--- src/rtl/spectro_column_ctrl.sv ---
// Spectrogram column controller: reads one spectrum frame of log-magnitude
// bins, streams them through an external color map, and writes the resulting
// RGB pixels as one framebuffer column. The write column advances after each
// frame, so the framebuffer works as a circular scrolling display.
//
// state   | meaning
// --------+-------------------------------------------------------------
// IDLE    | waiting for frame_valid && enable; ack is combinational here
// ISSUE   | one magnitude read per cycle, bins 0..NUM_BINS-1
// DRAIN   | 3 cycles letting the read/colormap/write pipeline empty
// DONE    | col_done pulse, write column advances (wraps), back to IDLE
module spectro_column_ctrl #(
  parameter  int NUM_BINS = 256,
  parameter  int NUM_COLS = 320,
  localparam int BIN_W    = $clog2(NUM_BINS),
  localparam int COL_W    = $clog2(NUM_COLS)
) (
  input  logic                   clk,
  input  logic                   rst_n,
  input  logic                   enable,
  input  logic                   frame_valid,
  output logic                   frame_ack,
  output logic [BIN_W-1:0]       mag_addr,
  output logic                   mag_rd_en,
  input  logic [7:0]             mag_data,
  output logic [7:0]             cmap_log_val,
  output logic                   cmap_valid,
  input  logic [23:0]            cmap_rgb,
  input  logic                   cmap_valid_in,
  output logic                   fb_we,
  output logic [COL_W+BIN_W-1:0] fb_addr,
  output logic [23:0]            fb_data,
  output logic [COL_W-1:0]       write_col,
  output logic                   busy,
  output logic                   col_done
);

  typedef enum logic [1:0] {S_IDLE, S_ISSUE, S_DRAIN, S_DONE} state_t;

  state_t                   state_q, state_d;
  logic [BIN_W-1:0]         bin_q, bin_d;
  logic [COL_W-1:0]         write_col_q, write_col_d;
  logic                     rd_en_q, rd_en_d;
  logic [BIN_W-1:0]         addr_q, addr_d;
  logic                     tok1_q, tok1_d;
  logic [BIN_W-1:0]         row1_q, row1_d;
  logic                     tok2_q, tok2_d;
  logic [BIN_W-1:0]         row2_q, row2_d;
  logic                     fb_we_q, fb_we_d;
  logic [COL_W+BIN_W-1:0]   fb_addr_q, fb_addr_d;
  logic [23:0]              fb_data_q, fb_data_d;
  logic                     col_done_q, col_done_d;
  logic                     accept;

  // Next-state, counters and the pixel pipeline (read -> colormap -> write).
  always_comb begin
    state_d     = state_q;
    bin_d       = bin_q;
    write_col_d = write_col_q;
    accept      = (state_q == S_IDLE) && frame_valid && enable && rst_n;

    unique case (state_q)
      S_IDLE: begin
        if (accept) begin
          state_d = S_ISSUE;
          bin_d   = '0;
        end
      end
      S_ISSUE: begin
        // Last bin rolls the counter to 0, which then times the drain.
        bin_d = bin_q + 1'b1;
        if (bin_q == BIN_W'(NUM_BINS - 1)) state_d = S_DRAIN;
      end
      S_DRAIN: begin
        bin_d = bin_q + 1'b1;
        if (bin_q == BIN_W'(2)) begin
          state_d = S_DONE;
          bin_d   = '0;
        end
      end
      S_DONE: begin
        state_d     = S_IDLE;
        write_col_d = (write_col_q == COL_W'(NUM_COLS - 1)) ? '0 : write_col_q + 1'b1;
      end
      default: state_d = S_IDLE;
    endcase

    rd_en_d    = (state_d == S_ISSUE);
    addr_d     = rd_en_d ? bin_d : '0;
    col_done_d = (state_d == S_DONE);

    // Tokens follow each read so stray colormap valids never write.
    tok1_d = rd_en_q;
    row1_d = rd_en_q ? addr_q : '0;
    tok2_d = tok1_q;
    row2_d = tok1_q ? row1_q : '0;

    // Row is mirrored so bin 0 lands on the bottom row.
    fb_we_d   = tok2_q && cmap_valid_in;
    fb_addr_d = fb_we_d ? {write_col_q, ~row2_q} : '0;
    fb_data_d = fb_we_d ? cmap_rgb : '0;
  end

  // State, counter and pipeline registers.
  always_ff @(posedge clk or negedge rst_n) begin
    if (!rst_n) begin
      state_q     <= S_IDLE;
      bin_q       <= '0;
      write_col_q <= '0;
      rd_en_q     <= 1'b0;
      addr_q      <= '0;
      tok1_q      <= 1'b0;
      row1_q      <= '0;
      tok2_q      <= 1'b0;
      row2_q      <= '0;
      fb_we_q     <= 1'b0;
      fb_addr_q   <= '0;
      fb_data_q   <= '0;
      col_done_q  <= 1'b0;
    end else begin
      state_q     <= state_d;
      bin_q       <= bin_d;
      write_col_q <= write_col_d;
      rd_en_q     <= rd_en_d;
      addr_q      <= addr_d;
      tok1_q      <= tok1_d;
      row1_q      <= row1_d;
      tok2_q      <= tok2_d;
      row2_q      <= row2_d;
      fb_we_q     <= fb_we_d;
      fb_addr_q   <= fb_addr_d;
      fb_data_q   <= fb_data_d;
      col_done_q  <= col_done_d;
    end
  end

  assign frame_ack    = accept;
  assign mag_rd_en    = rd_en_q;
  assign mag_addr     = addr_q;
  assign cmap_valid   = tok1_q;
  assign cmap_log_val = tok1_q ? mag_data : 8'h00;
  assign fb_we        = fb_we_q;
  assign fb_addr      = fb_addr_q;
  assign fb_data      = fb_data_q;
  assign write_col    = write_col_q;
  assign busy         = (state_q != S_IDLE);
  assign col_done     = col_done_q;

endmodule

--- config.mk ---
export PLATFORM = sky130hd
export DESIGN_NAME = spectro_column_ctrl
export DESIGN_NICKNAME = d
export VERILOG_FILES = /design/src/rtl/spectro_column_ctrl.sv
export SDC_FILE = /design/constraint.sdc
export NUM_CORES = 1
export LEC_CHECK = 0
export CAP_MARGIN = 30
export CORE_UTILIZATION = 49
export DETAILED_ROUTE_END_ITERATION = 8
export GPL_TIMING_DRIVEN = 1
export HOLD_SLACK_MARGIN = 0.06
export PLACE_DENSITY = 0.95
export SETUP_SLACK_MARGIN = 0.2
export SLEW_MARGIN = 15
export SYNTH_ARGS = -nofsm -noshare
export SYNTH_HDL_FRONTEND = slang
export SYNTH_SLANG_ARGS = --single-unit
--- constraint.sdc ---
create_clock -name clk -period 3.62 [get_ports clk]
set_clock_uncertainty 0.1 [all_clocks]
set_input_delay 0.362 -clock clk [delete_from_list [all_inputs] [get_ports clk]]
set_output_delay 0.362 -clock clk [all_outputs]
set_load 0.02 [all_outputs]
==> impl_metrics.yaml, run 1 <==
floorplanning:
  die_width_um: 84.5
  ios: 109
  rows: 29
  die_h_um: 84.5
  dieArea_mm2: 0.00714
  core_area_mm2: 0.00646
  initial_core_util_pct: 51.6
logic_synthesis:
  synth_top_area_cell: "dfrtp_1"
  syn_area_mm2: 0.00334
  postSynthCellCount: 279
  yosysWarnings: 0
  synth-seq-cells: 89
  synth_cell_types: 37
  yosysSeqAreaShare_pct: 66.8
  synthTopCellsByArea: "dfrtp_1 (67%), and3_1 (6.2%), and2_1 (4.9%)"
  netlist.area_leader.share_pct: 66.8
  syn_area_per_cell_um2: 12.0
  synth_nets: 319
place:
  io_buffers: 108
  hpwl_um: 5230
  gp_congestion: 0.900
finish:
  nNetsFinal: 431
  fillers: 432
  diodes: 0
  area_delta_synth_final_pct: 40.2
  drive_gt1_share_pct: 6.82
clocking:
  clockRootBuffer: "clkbuf_8"
  clk_pin_slew_ns: 0.08
  clk_latency_ns: 0.35
  h-tree-depth: 3
  post_cts_buffers: 0
  clkSinkCount: 89
  cts_resized: 0
  numCtsBuffers: 9
  tritoncts: "built"
  cts_buffer_depth: 2
route:
  wl_per_cell_um: 15.3
  firstDrtPassIters: 7
  via_per_inst: 5.21
  wirelength_um: 7230
  dr_total_vias: 2465
  drc: 13
  drt_iter0_drc: 131
  drtAntennaViolNets: 0
power_and_ir_drop:
  switching_share_pct: 24.6
  seqPwrFrac_pct: 57.0
  fin_total_pwr_mw: 1.81
  power_frac_clock_pct: 33.3
  p_per_area_mw_per_mm2: 387
  power_leakage_nw: 2.26
  internal_power_mw: 1.37
  peakVddDrop_uv: 227
  switchingPower_uw: 445
  comb_power_share_pct: 9.7
sta:
  finalCritPeriodShare_pct: 75.5
  rsz0062_at_grt: "false"
  maxSlewViolCount: 0
  fin_tns_setup_ns: 0
  min_period_ns: 2.73
  hold_viol: 0
  slew_headroom_pct: 47.6
  max_freq_ghz: 0.366
  worst_slew_pin_slew_ns: 0.787
  setup_violations: 0
global_routing:
  antenna_found_initial: 0
  grt_pass1_vias: 2334
  grt_overflow: 0
  grt_usage_pct: 21.8
  grt_pass1_wl_um: 11700
  grt_start_max_net_pins: 59
job:
  cap_violations: 0
worst_setup_path:
  critPathArrivalTime_ns: 2.27
  cp_max_fo: 35
  critPathRequiredTime_ns: 3.16
  worst_setup_path_end_kind: "output port"
  path_class: "input port to output port"
  cp-start-kind: "input port"
outcome:
  status: "finished with violations"
  failed_checks: "DRC"
hold_path:
  worstHoldPathType: "flop to flop"
[flip-flops by register name (all words and copies together) (netlist names)]
register and cells:
row1_q 8, write_col 9, bin_q 8, fb_addr 17
fb_we 1, mag_rd_en 1, fb_data 24, mag_addr 8
row2_q 8, state_q 2, tok2_q 1, col_done 1
cmap_valid 1
[per-layer routing]
layer | GRT usage (%) | share of wire (%) | up-vias
li1 | - | - | 1176
met1 | 26.9 | 41 | 1188
met2 | 36.7 | 51 | 89
met3 | 4.92 | 6.6 | 12
met4 | 10.2 | 1.4 | 0
met5 | 0 | 0 | -
[cell usage in the layout, fill, tap and decap left out, drive strengths merged]
| master | netlist | routed |
|---|---|---|
| and2 | 26 | 26 |
| inv | 5 | 5 |
| o311ai | 1 | 1 |
| dfrtp | 89 | 89 |
| a311o | 1 | 1 |
| nand2 | 23 | 23 |
| nand4 | 1 | 1 |
| nand3 | 6 | 6 |
| mux2 | 1 | 1 |
| o21ai | 3 | 3 |
| nor4b | 1 | 1 |
| o41ai | 1 | 1 |
| ha | 3 | 3 |
| o21a | 4 | 4 |
| nor4 | 2 | 2 |
| buf | 1 | 3 |
| o2bb2ai | 1 | 1 |
| xor2 | 2 | 2 |
| a21oi | 8 | 8 |
| or3 | 1 | 1 |
| nor3 | 9 | 9 |
| o211ai | 1 | 1 |
| clkinv | 0 | 5 |
| clkbuf | 9 | 10 |
| clkinvlp | 0 | 1 |
| o21ba | 1 | 1 |
| xnor2 | 5 | 5 |
| dlygate4sd3 | 0 | 1 |
| and3 | 33 | 33 |
| o22ai | 3 | 3 |
| a211o | 1 | 1 |
| a41oi | 1 | 1 |
| nand2b | 5 | 5 |
| clkdlybuf4s50 | 0 | 107 |
| nor2b | 6 | 6 |
| o21bai | 1 | 1 |
| a31oi | 3 | 3 |
| nor2 | 19 | 19 |
| or2 | 2 | 2 |
[cell usage after synthesis]
master	number
o211ai_1	1
nand2b_1	5
a211o_2	1
o2bb2ai_1	1
nor4_1	2
nor4b_1	1
mux2_2	1
o21ba_2	1
nor2_1	19
or2_2	2
nor2b_1	6
a31oi_1	3
a41oi_1	1
nor3_4	1
o22ai_1	3
o21a_1	4
or3_4	1
nand3_2	1
and3_1	33
and2_1	26
nand4_1	1
dfrtp_1	89
a21oi_1	8
xor2_1	2
o21ai_0	3
clkbuf_1	9
xnor2_1	5
a311o_1	1
ha_1	3
o311ai_0	1
buf_2	1
nand3_1	5
o41ai_1	1
o21bai_1	1
nand2_1	23
nor3_1	8
inv_1	5
[what timing repair did]
item | CTS | global route
endpoints found under the hold margin | 31 | 0
hold buffers | 1 | 0
endpoints found under the setup margin | 0 | 0
[through the flow]
| stage | worst slack (ns) | hold slack (ns) | area, um^2 | util (%) | std cells |
|---|---|---|---|---|---|
| 3_3_place_gp | 1.44 | 0.232 | 4490 | 69.5 | 456 |
| 2_1_floorplan | 1.99 | -0.0336 | 3340 | - | 279 |
| 3_5_place_dp | 1.40 | 0.233 | 4490 | 69.5 | 456 |
| 5_1_grt | 0.772 | 0.311 | 4680 | 72.4 | 473 |
| 6_report | 0.886 | 0.294 | 4680 | 72.4 | 473 |
| 4_1_cts | 0.861 | 0.295 | 4680 | 72.4 | 473 |
[final timing paths]
check	start	endpoint	slack [ns]	depth (start not counted)
hold reg to reg	row2_q[5]	fb_addr[5]	0.29	1
min in group asynchronous	rst_n	row2_q[1]	0.41	2
setup reg to reg	bin_q[0]	mag_addr[5]	1.68	5
setup / recovery	rst_n	frame_ack	0.89	5
hold / removal	row2_q[5]	fb_addr[5]	0.29	1
max in group asynchronous	rst_n	fb_addr[8]	1.96	3
[kinds of logic (layout without fill, tap and decap cells)]
family | count (synthesis) | in the layout | synth area share (%)
buffers and inverters | 15 | 132 | 1.73
XOR/XNOR | 7 | 7 | 1.84
flip-flops | 89 | 89 | 66.8
AO/OA/AOI/OAI | 30 | 30 | 6.08
adder cells (fa/ha/maj) | 3 | 3 | 1.13
multiplexers | 1 | 1 | 0.338
AND/OR/NAND/NOR | 134 | 134 | 22.1
[power by group through the flow]
stage	registers [mW]	logic, mW	clock network [mW]
after floorplan	1.05	0.0630	0
after global placement	1.05	0.172	0
after detailed placement	1.05	0.176	0
after CTS	1.03	0.178	0.623
after global routing	1.04	0.192	0.667
final	1.03	0.176	0.604
[worst max-delay path, cell delays in order]
cell             delay, ns
dlygate4sd3_1         0.54
buf_4                 0.39
nand3_1               0.22
nor2_1                0.13
clkdlybuf4s50_1       0.61
[final cells by class]
| cell class | instances | area, um^2 | share of cell area, % |
|---|---|---|---|
| Inverter | 5 | 18.8 | 0.401 |
| Timing Repair Buffer | 111 | 1100 | 23.6 |
| Sequential cell | 89 | 2230 | 47.6 |
| Multi-Input combinational cell | 175 | 1050 | 22.5 |
| Clock buffer | 10 | 138 | 2.94 |
| Clock inverter | 6 | 43.8 | 0.936 |
| Tap cell | 77 | 96.3 | 2.06 |
Note: power is estimated with default switching activity, not from simulation.
==> run 2: changes to the inputs <==
CORE_UTILIZATION = 41   (was 49)
PLACE_DENSITY = 0.86   (was 0.95)
clock period = 2.4 ns   (was 3.62 ns; I/O delays follow)
==> run 2 against run 1 <==
The flow now finishes without violations. Critical path depth fell by 3. Cell area rose by 1.3%. Register-to-register slack lost 1.1 ns. Clock power grew 50%. Sequential power grew 50%. Worst hold slack improved by 0.0023 ns. Global-route usage is 3.7 points lower. Setup slack got worse by 0.44 ns. Die area rose by 19%. Via count shrank 1.1%. Combinational power rose by 61%. Total power increased by 51%.
==> impl_metrics.yaml, run 2 (synthesis results as in run 1) <==
outcome:
  status: "completed"
power_and_ir_drop:
  p_per_area_mw_per_mm2: 576
  comb_power_share_pct: 10.4
  fin_total_pwr_mw: 2.73
  peakVddDrop_uv: 325
  switching_share_pct: 25.1
  power_frac_clock_pct: 33.1
  power_leakage_nw: 2.28
  seqPwrFrac_pct: 56.5
  switchingPower_uw: 685
  internal_power_mw: 2.04
finish:
  finalInstanceArea_mm2: 0.00474
  fin_cells: 502
  area_delta_synth_final_pct: 42.1
  drive_gt1_share_pct: 8.00
  layout_common_cells: "clkdlybuf4s50_1 (106), dfrtp_1 (88), and3_1 (33)"
  largest_reg_flops: 24
  final_util_pct: 60.7
  final_common_cell: "clkdlybuf4s50_1"
  diodes: 0
  nNetsFinal: 435
hold_path:
  holdPathEnd: "fb_addr[6]"
  hold_depth: 1
  min_from: "row2_q[6]"
  worstHoldPathType: "flop to flop"
place:
  dp.cells: 485
  io_buffers: 108
  gp_congestion: 0.968
  hpwl_um: 5200
  place_area_mm2: 0.00455
worst_setup_path:
  critPathSlowestCell: "clkdlybuf4s50_1"
  critPathRequiredTime_ns: 2.06
  cp_max_fo: 4
  worst_setup_path_end_kind: "output port"
  critPathTopFamily: "buffers and inverters"
  cp_cell_sequence: "or2_2 -> clkdlybuf4s50_1"
  cp-start-kind: "flop"
  path_class: "flop to output port"
  worst-r2r-setup-slack_ns: 0.58
  path_buf_inv: 1
  critPathMaxStageDelay_ns: 0.55
  r2r_end: "mag_addr[7]"
  r2r-start: "bin_q[1]"
  critPathArrivalTime_ns: 1.61
  r2r_cells: 5
route:
  dr_total_vias: 2437
  drc: 0
  drtAntennaViolNets: 0
  via_per_inst: 4.85
  wirelength_um: 7020
  drt_iter0_drc: 120
  firstDrtPassIters: 4
  wl_per_cell_um: 14.0
global_routing:
  grt_start_max_net_pins: 60
  grt_overflow: 0
  grt_pass1_wl_um: 11700
  grt_usage_pct: 18.0
  grt_pass1_vias: 2373
  antenna_found_initial: 0
clocking:
  h-tree-depth: 3
  clk_pin_slew_ns: 0.08
  clockRootBuffer: "clkbuf_8"
  tritoncts: "built"
  clk_latency_ns: 0.35
  cts_buffer_depth: 2
  clkSinkCount: 89
  numCtsBuffers: 9
sta:
  rsz0062_at_grt: "false"
  worst_slew_pin_slew_ns: 0.714
  finalCritPeriodShare_pct: 81.3
  fin_tns_setup_ns: 0
  hold_viol: 0
  setup_violations: 0
  min_period_ns: 1.95
  slew_headroom_pct: 52.4
  max_freq_ghz: 0.512
  maxSlewViolCount: 0
job:
  cap_violations: 0
floorplanning:
  initial_core_util_pct: 42.7
  die_width_um: 92.2
  core_area_mm2: 0.00781
  rows: 32
  dieArea_mm2: 0.00850
  ios: 109
  die_h_um: 92.2
## run 2: what timing repair did
action	CTS	global route
hold buffers	1	0
endpoints found under the setup margin	0	7
hold endpoints to repair	30	0
resized for setup	0	2
buffers inserted	0	0
## run 2: power groups by stage
stage	Combinational (mW)	Clock (mW)	Sequential, mW
after floorplan	0.0950	0	1.59
after global placement	0.281	0	1.57
after detailed placement	0.284	0	1.57
after CTS	0.287	0.936	1.54
after global routing	0.309	1.02	1.55
final	0.284	0.903	1.54
## run 2: routing by layer
layer  routed length [um]  GRT usage [%]
met1                 3030           22.6
met2                 3520           30.3
met3                  404           4.64
met4                   66           6.25
met5                    0              0
## run 2: worst max-delay path by stage
stage	startpoint	endpoint	slack [ns]	cells after the start
floorplan	write_col[0]	write_col[0]	0.77	5
CTS	state_q[0]	frame_ack	0.26	3
global route	cmap_valid	cmap_log_val[5]	0.34	2
global placement	enable	frame_ack	0.47	4
finish	state_q[0]	busy	0.45	2
detailed placement	enable	frame_ack	0.47	4
## run 2: worst register-to-register path: cells and delay by family (launching register included)
kind                     cells  cell delay, ns
AND/OR/NAND/NOR              2            0.65
flip-flops                   1            0.43
AO/OA/AOI/OAI                2            0.31
adder cells (fa/ha/maj)      1            0.21
## run 2: final cells by class
class	count	area, um^2
repair buffers	115	1140
flip-flops and latches	89	2230
well taps	102	128
clock buffers	9	124
clock inverters	7	53.8
multi-input cells	175	1050
inverters	5	18.8
fillers	632	3070
## run 2: per-stage QoR
| step | hold WS, ns | setup slack (ns) |
|---|---|---|
| CTS | 0.297 | 0.255 |
| detailed placement | 0.227 | 0.471 |
| global route | 0.315 | 0.344 |
| floorplan | -0.156 | 0.775 |
| global placement | 0.235 | 0.473 |
| finish | 0.296 | 0.448 |
